[config.mk]
export PLATFORM = sky130hd
export DESIGN_NAME = sort_group_serializer
export DESIGN_NICKNAME = d
export VERILOG_FILES = /design/src/rtl/sort_group_serializer.sv
export SDC_FILE = /design/constraint.sdc
export NUM_CORES = 1
export LEC_CHECK = 0
export CAP_MARGIN = 20
export CORE_MARGIN = 3
export CORE_UTILIZATION = 56
export DETAILED_ROUTE_END_ITERATION = 10
export PLACE_DENSITY_LB_ADDON = 0.2
export SYNTH_ARGS = -nofsm -noshare
export SYNTH_HDL_FRONTEND = slang
export SYNTH_SLANG_ARGS = --single-unit
export TNS_END_PERCENT = 100
[constraint.sdc]
create_clock -name clk -period 7.09 [get_ports clk]
set_input_delay 1.0635 -clock clk [delete_from_list [all_inputs] [get_ports clk]]
set_output_delay 1.0635 -clock clk [all_outputs]
set_load 0.005 [all_outputs]
[src/rtl/sort_group_serializer.sv]
// sort_group_serializer
//   Captures sorted 4-element groups from the non-stallable sort unit into a
//   small group FIFO and streams each group out one element per cycle,
//   smallest element first, on a val/rdy interface.
//   A group that arrives while the FIFO is full is dropped, unless the head
//   group's last element leaves in the same cycle. A dropped group sets the
//   sticky overflow flag.
//   Optional build macro SORT_GROUP_SERIALIZER_CHECK_EN adds an ordering check
//   on every enqueued group. The check drives the sticky unsorted flag. When
//   the macro is undefined, unsorted is tied low.
module sort_group_serializer #(
  parameter int p_nbits = 8,
  parameter int p_depth = 2
) (
  input  logic                         clk,
  input  logic                         reset,
  input  logic                         in_val,
  input  logic [p_nbits-1:0]           in0,
  input  logic [p_nbits-1:0]           in1,
  input  logic [p_nbits-1:0]           in2,
  input  logic [p_nbits-1:0]           in3,
  output logic                         ostream_val,
  input  logic                         ostream_rdy,
  output logic [p_nbits-1:0]           ostream_msg,
  output logic                         ostream_last,
  output logic [$clog2(p_depth+1)-1:0] count,
  output logic                         full,
  output logic                         overflow,
  output logic                         unsorted
);

  localparam int CW = $clog2(p_depth + 1);
  localparam int PW = (p_depth > 1) ? $clog2(p_depth) : 1;
  localparam logic [CW-1:0] FULL_CNT = CW'(p_depth);
  localparam logic [PW-1:0] LAST_PTR = PW'(p_depth - 1);

  // Group storage plus FIFO bookkeeping
  logic [p_nbits-1:0] mem_r [0:p_depth-1][0:3];
  logic [PW-1:0]      wr_ptr_r;
  logic [PW-1:0]      rd_ptr_r;
  logic [1:0]         idx_r;
  logic [CW-1:0]      count_r;
  logic               overflow_r;

  logic               nonempty_s;
  logic               full_s;
  logic               xfer_s;
  logic               pop_s;
  logic               enq_s;
  logic               drop_s;

  logic [PW-1:0]      wr_ptr_nxt_s;
  logic [PW-1:0]      rd_ptr_nxt_s;
  logic [1:0]         idx_nxt_s;
  logic [CW-1:0]      count_nxt_s;
  logic               overflow_nxt_s;

  // Pointers wrap explicitly so that non-power-of-two depths work.
  function automatic logic [PW-1:0] ptr_inc(input logic [PW-1:0] ptr);
    if (ptr == LAST_PTR) begin
      return {PW{1'b0}};
    end else begin
      return ptr + PW'(1'b1);
    end
  endfunction

  // Handshake decode. A final-element pop frees the head slot, so a full FIFO
  // can still accept a new group in that cycle.
  always_comb begin
    nonempty_s = (count_r != {CW{1'b0}});
    full_s     = (count_r == FULL_CNT);
    xfer_s     = nonempty_s & ostream_rdy;
    pop_s      = xfer_s & (idx_r == 2'd3);
    enq_s      = in_val & (~full_s | pop_s);
    drop_s     = in_val & full_s & ~pop_s;
  end

  // Next-state computation for pointers, element index, occupancy and overflow
  always_comb begin
    wr_ptr_nxt_s   = wr_ptr_r;
    rd_ptr_nxt_s   = rd_ptr_r;
    idx_nxt_s      = idx_r;
    count_nxt_s    = count_r;
    overflow_nxt_s = overflow_r | drop_s;

    if (enq_s) begin
      wr_ptr_nxt_s = ptr_inc(wr_ptr_r);
    end else begin
      wr_ptr_nxt_s = wr_ptr_r;
    end

    if (pop_s) begin
      idx_nxt_s    = 2'd0;
      rd_ptr_nxt_s = ptr_inc(rd_ptr_r);
    end else if (xfer_s) begin
      idx_nxt_s    = idx_r + 2'd1;
      rd_ptr_nxt_s = rd_ptr_r;
    end else begin
      idx_nxt_s    = idx_r;
      rd_ptr_nxt_s = rd_ptr_r;
    end

    case ({enq_s, pop_s})
      2'b10:   count_nxt_s = count_r + CW'(1'b1);
      2'b01:   count_nxt_s = count_r - CW'(1'b1);
      default: count_nxt_s = count_r;
    endcase
  end

  // Control state register. The reset also discards a group that is mid-stream.
  always_ff @(posedge clk) begin
    if (!reset) begin
      wr_ptr_r   <= {PW{1'b0}};
      rd_ptr_r   <= {PW{1'b0}};
      idx_r      <= 2'd0;
      count_r    <= {CW{1'b0}};
      overflow_r <= 1'b0;
    end else begin
      wr_ptr_r   <= wr_ptr_nxt_s;
      rd_ptr_r   <= rd_ptr_nxt_s;
      idx_r      <= idx_nxt_s;
      count_r    <= count_nxt_s;
      overflow_r <= overflow_nxt_s;
    end
  end

  // Group payload write. Data is not reset because occupancy gates visibility.
  always_ff @(posedge clk) begin
    if (reset && enq_s) begin
      mem_r[wr_ptr_r][0] <= in0;
      mem_r[wr_ptr_r][1] <= in1;
      mem_r[wr_ptr_r][2] <= in2;
      mem_r[wr_ptr_r][3] <= in3;
    end
  end

  // Output view. It is driven only from registers, with zeros while empty.
  always_comb begin
    ostream_val = nonempty_s;
    if (nonempty_s) begin
      ostream_msg  = mem_r[rd_ptr_r][idx_r];
      ostream_last = (idx_r == 2'd3);
    end else begin
      ostream_msg  = {p_nbits{1'b0}};
      ostream_last = 1'b0;
    end
  end

  assign count    = count_r;
  assign full     = full_s;
  assign overflow = overflow_r;

`ifdef SORT_GROUP_SERIALIZER_CHECK_EN
  logic unsorted_r;

  // Unsigned non-decreasing order test across one group
  function automatic logic in_order(input logic [p_nbits-1:0] a,
                                    input logic [p_nbits-1:0] b,
                                    input logic [p_nbits-1:0] c,
                                    input logic [p_nbits-1:0] d);
    return (a <= b) && (b <= c) && (c <= d);
  endfunction

  // Sticky order error. Only accepted groups are checked; dropped groups are ignored.
  always_ff @(posedge clk) begin
    if (!reset) begin
      unsorted_r <= 1'b0;
    end else if (enq_s && !in_order(in0, in1, in2, in3)) begin
      unsorted_r <= 1'b1;
    end else begin
      unsorted_r <= unsorted_r;
    end
  end

  assign unsorted = unsorted_r;
`else
  assign unsorted = 1'b0;
`endif

endmodule

==> results.md <==
* Outcome: finished clean
* Period utilization at 0.528
* ANT cells at 0
* # rows at 25
* Slowest-stage cell, CP: dfxtp_2
* CTS Root Buffer Type: clkbuf_8
* Seq pwr share at 0.563
* RSZ-0062 raised after global routing: no
* Io pins at 51
* FILL cells at approximately 340
* Core area at 0.00491 mm2
* WP buf/inv at 1
* CP max stage delay at approximately 980 ps
* Clock transition at the registers of the reported paths at 70 ps
* Fin Clk Skew at 6.21 ps
* Clk pwr share at 0.347
* Via-to-Cell Ratio at slightly below 6
* Register area at 0.00208 mm2
* Initial antenna violation count at 0
* Drt first pass iters at 4
* Synth Area per Inst at 15.6 um2
* Sw frac at 0.215
* Pre-CTS WS at 3670 ps
* PD cells at 240 mW/mm2
* CTS sink count at 72
* Post-CTS Setup Inserts at 0
* Distinct cells, synth at 37
* Crit path max fanout at 48
* Delay-heaviest family, CP: flip-flops
* Final net count at 274
* Starting Density at 0.598
* Synth Instances at 188
* Total gr overflow at 0
* Critical path arrival at approximately 2700 ps
* Slew Limit Headroom at 0.349
* Crit end category: output pin
* Crit start category: register
* P_leak at around 1.2 nW
* Max Clk Rate at 267 MHz
* Maxcap violations at 0
* HP Class: reg -> reg
* Layout cells sized above 1 at 0.0785
* Post-Syn Nets at 225
* Worst skew pair latency at 340 ps
* Multi-input logic area at roughly 770 um2
* Final setup violation count at 0
* CTS tree: built
* Routed length per placed instance at 18.1 um
* NetSw at 0.188 mW
* Routability-driven placement congestion ratio at 0.709
* Final Hold Violating Endpoints at 0
* Slew @ Worst Pin at between 900 and 1000 ps
* DR iter-0 viols at 111
* DIE AREA at roughly 0.006 mm2
* Fin Setup TNS at 0 ps
* Layout Utilization at 0.740
* Die width at 78.4 um
* Routed WL at 5590 um
* Int Pwr at 0.684 mW
* Logic pwr share at 0.090
* Seq cells post-synth at 72
* Setup CP Type: reg -> out
* Area Growth Syn to Fin at 23.6%
* Hold-fix buffers, CTS at 0
* Die height at just under 80 um
* # DRC at 0
* Maximum vdd drop at roughly 0.17 mV
* CTS buffer count at 9
* Sequential area share after synthesis at 0.708
* Mapped Area at 0.00294 mm2
* Area of placed instances at 0.00345 mm2
* Hpwl dp at 3620 um
* Required time of the critical path at 6030 ps
* Vias post-DR at approximately 1800
* Final Max Slew Viols at 0
* Post-route cell area at roughly 0.0036 mm2
* Total GRT Usage at 0.195
* H-tree levels at 3
* Port Buf Inserts at 49
* Largest net degree at the start of global routing at 49
* Minimum clock period at 3740 ps
* Antenna Nets Post-Route at 0
* Clock buffer depth at 2
* Vias in the first global route at roughly 1800
* CTS resizes at 0
* Worst path cell trace: and2b_1 -> a2111oi_0 -> nor4_1 -> clkdlybuf4s50_1
* First-pass GRT wire length at 8830 um
* WHS at 528 ps
* Post-route setup slack at 3350 ps
* Ys Warns at 0
[cells by family after synthesis]
group	Yosys count	share of synthesized area
flops	72	0.708
simple gates	43	0.0932
compound gates	38	0.100
mux	16	0.0545
buf+inv	15	0.0319
xor+xnor	2	0.00596
fa+ha+maj	1	0.00426
other cells	1	0.00128
[worst paths after layout]
check                   startpoint  slack, ps  cells past startpoint                     end
max                       register       3350                      4          ostream_msg[0]
min            overflow$_SDFF_PN0_        530                      2     overflow$_SDFF_PN0_
max reg2reg  idx_r[0]$_SDFFE_PP0P_       4690                      5  mem_r[1][12]$_DFFE_PP_
min reg2reg    overflow$_SDFF_PN0_        530                      2     overflow$_SDFF_PN0_
[metrics by stage]
step / total power [mW] / instances
final: 0.872 / 309
after floorplan: 0.530 / 188
after detailed placement: 0.579 / 293
after global routing: 0.908 / 309
after global placement: 0.575 / 293
after CTS: 0.879 / 309
[cells in the final DEF, fill, tap and decap left out, types with 4 or more instances in the layout]
| cell | netlist | routed |
|---|---|---|
| a2111oi_0 | 7 | 7 |
| a211oi_1 | 8 | 8 |
| a21boi_0 | 5 | 5 |
| a22o_1 | 8 | 8 |
| and2b_1 | 9 | 9 |
| clkbuf_8 | 0 | 9 |
| clkdlybuf4s50_1 | 0 | 49 |
| dfxtp_1 | 8 | 7 |
| edfxtp_1 | 64 | 64 |
| mux2i_1 | 16 | 16 |
| nor2b_1 | 12 | 12 |
| nor4_1 | 7 | 7 |
| o21ai_0 | 4 | 4 |
[power groups by stage]
stage,clock (mW),sequential (mW),combinational [mW]
6_report,0.303,0.490,0.0785
5_1_grt,0.331,0.492,0.0846
4_1_cts,0.309,0.491,0.0792
3_5_place_dp,0,0.500,0.0787
2_1_floorplan,0,0.496,0.0341
3_3_place_gp,0,0.499,0.0758
[cell usage after synthesis, drive strengths merged]
library cell / number / share of area
nand4: 1 / 0.0021
nand2b: 1 / 0.0021
clkbuf: 5 / 0.0064
conb: 1 / 0.0013
nor2: 2 / 0.0026
and2: 2 / 0.0043
nand3: 1 / 0.0017
o21ai: 4 / 0.0068
edfxtp: 64 / 0.65
mux2i: 16 / 0.054
a211oi: 8 / 0.020
a21boi: 6 / 0.015
buf: 8 / 0.023
and3: 1 / 0.0021
a21oi: 2 / 0.0034
a2111oi: 8 / 0.026
a21o: 1 / 0.0026
nor4: 8 / 0.019
nor3b: 1 / 0.0026
and2b: 9 / 0.023
a22o: 8 / 0.024
xnor2: 1 / 0.0030
or3: 2 / 0.0043
xor2: 1 / 0.0030
dfxtp: 8 / 0.054
nor2b: 12 / 0.026
nand2: 3 / 0.0038
inv: 2 / 0.0026
ha: 1 / 0.0043
a31oi: 1 / 0.0021
[final cells by class]
cell class / instances / area share
sequential: 72 / 0.574
multi-input combinational: 101 / 0.211
timing repair buffer: 51 / 0.139
clock buffer: 9 / 0.0341
tap: 67 / 0.0231
clock inverter: 7 / 0.0172
inverter: 2 / 0.00207
[registers in the layout, summed over array words and instances, names as in the netlist, named ones only]
signal    cells
overflow      1
idx_r         2
count         2
rd_ptr_r      1
mem_r        64
wr_ptr_r      1
[routing by layer]
layer,track usage,vias up,routed length (um)
met1,0.216,875,2190
met3,0.0654,10,329
met2,0.340,65,2980
met4,0.0857,0,97
met5,0,-,0
li1,-,832,-
[worst min-delay path, cell delays in order, from the launching register on]
cell     delay (ps)
dfxtp_1         340
a31oi_1          40
nor2b_1         110
(Power assumes the default switching activity.)
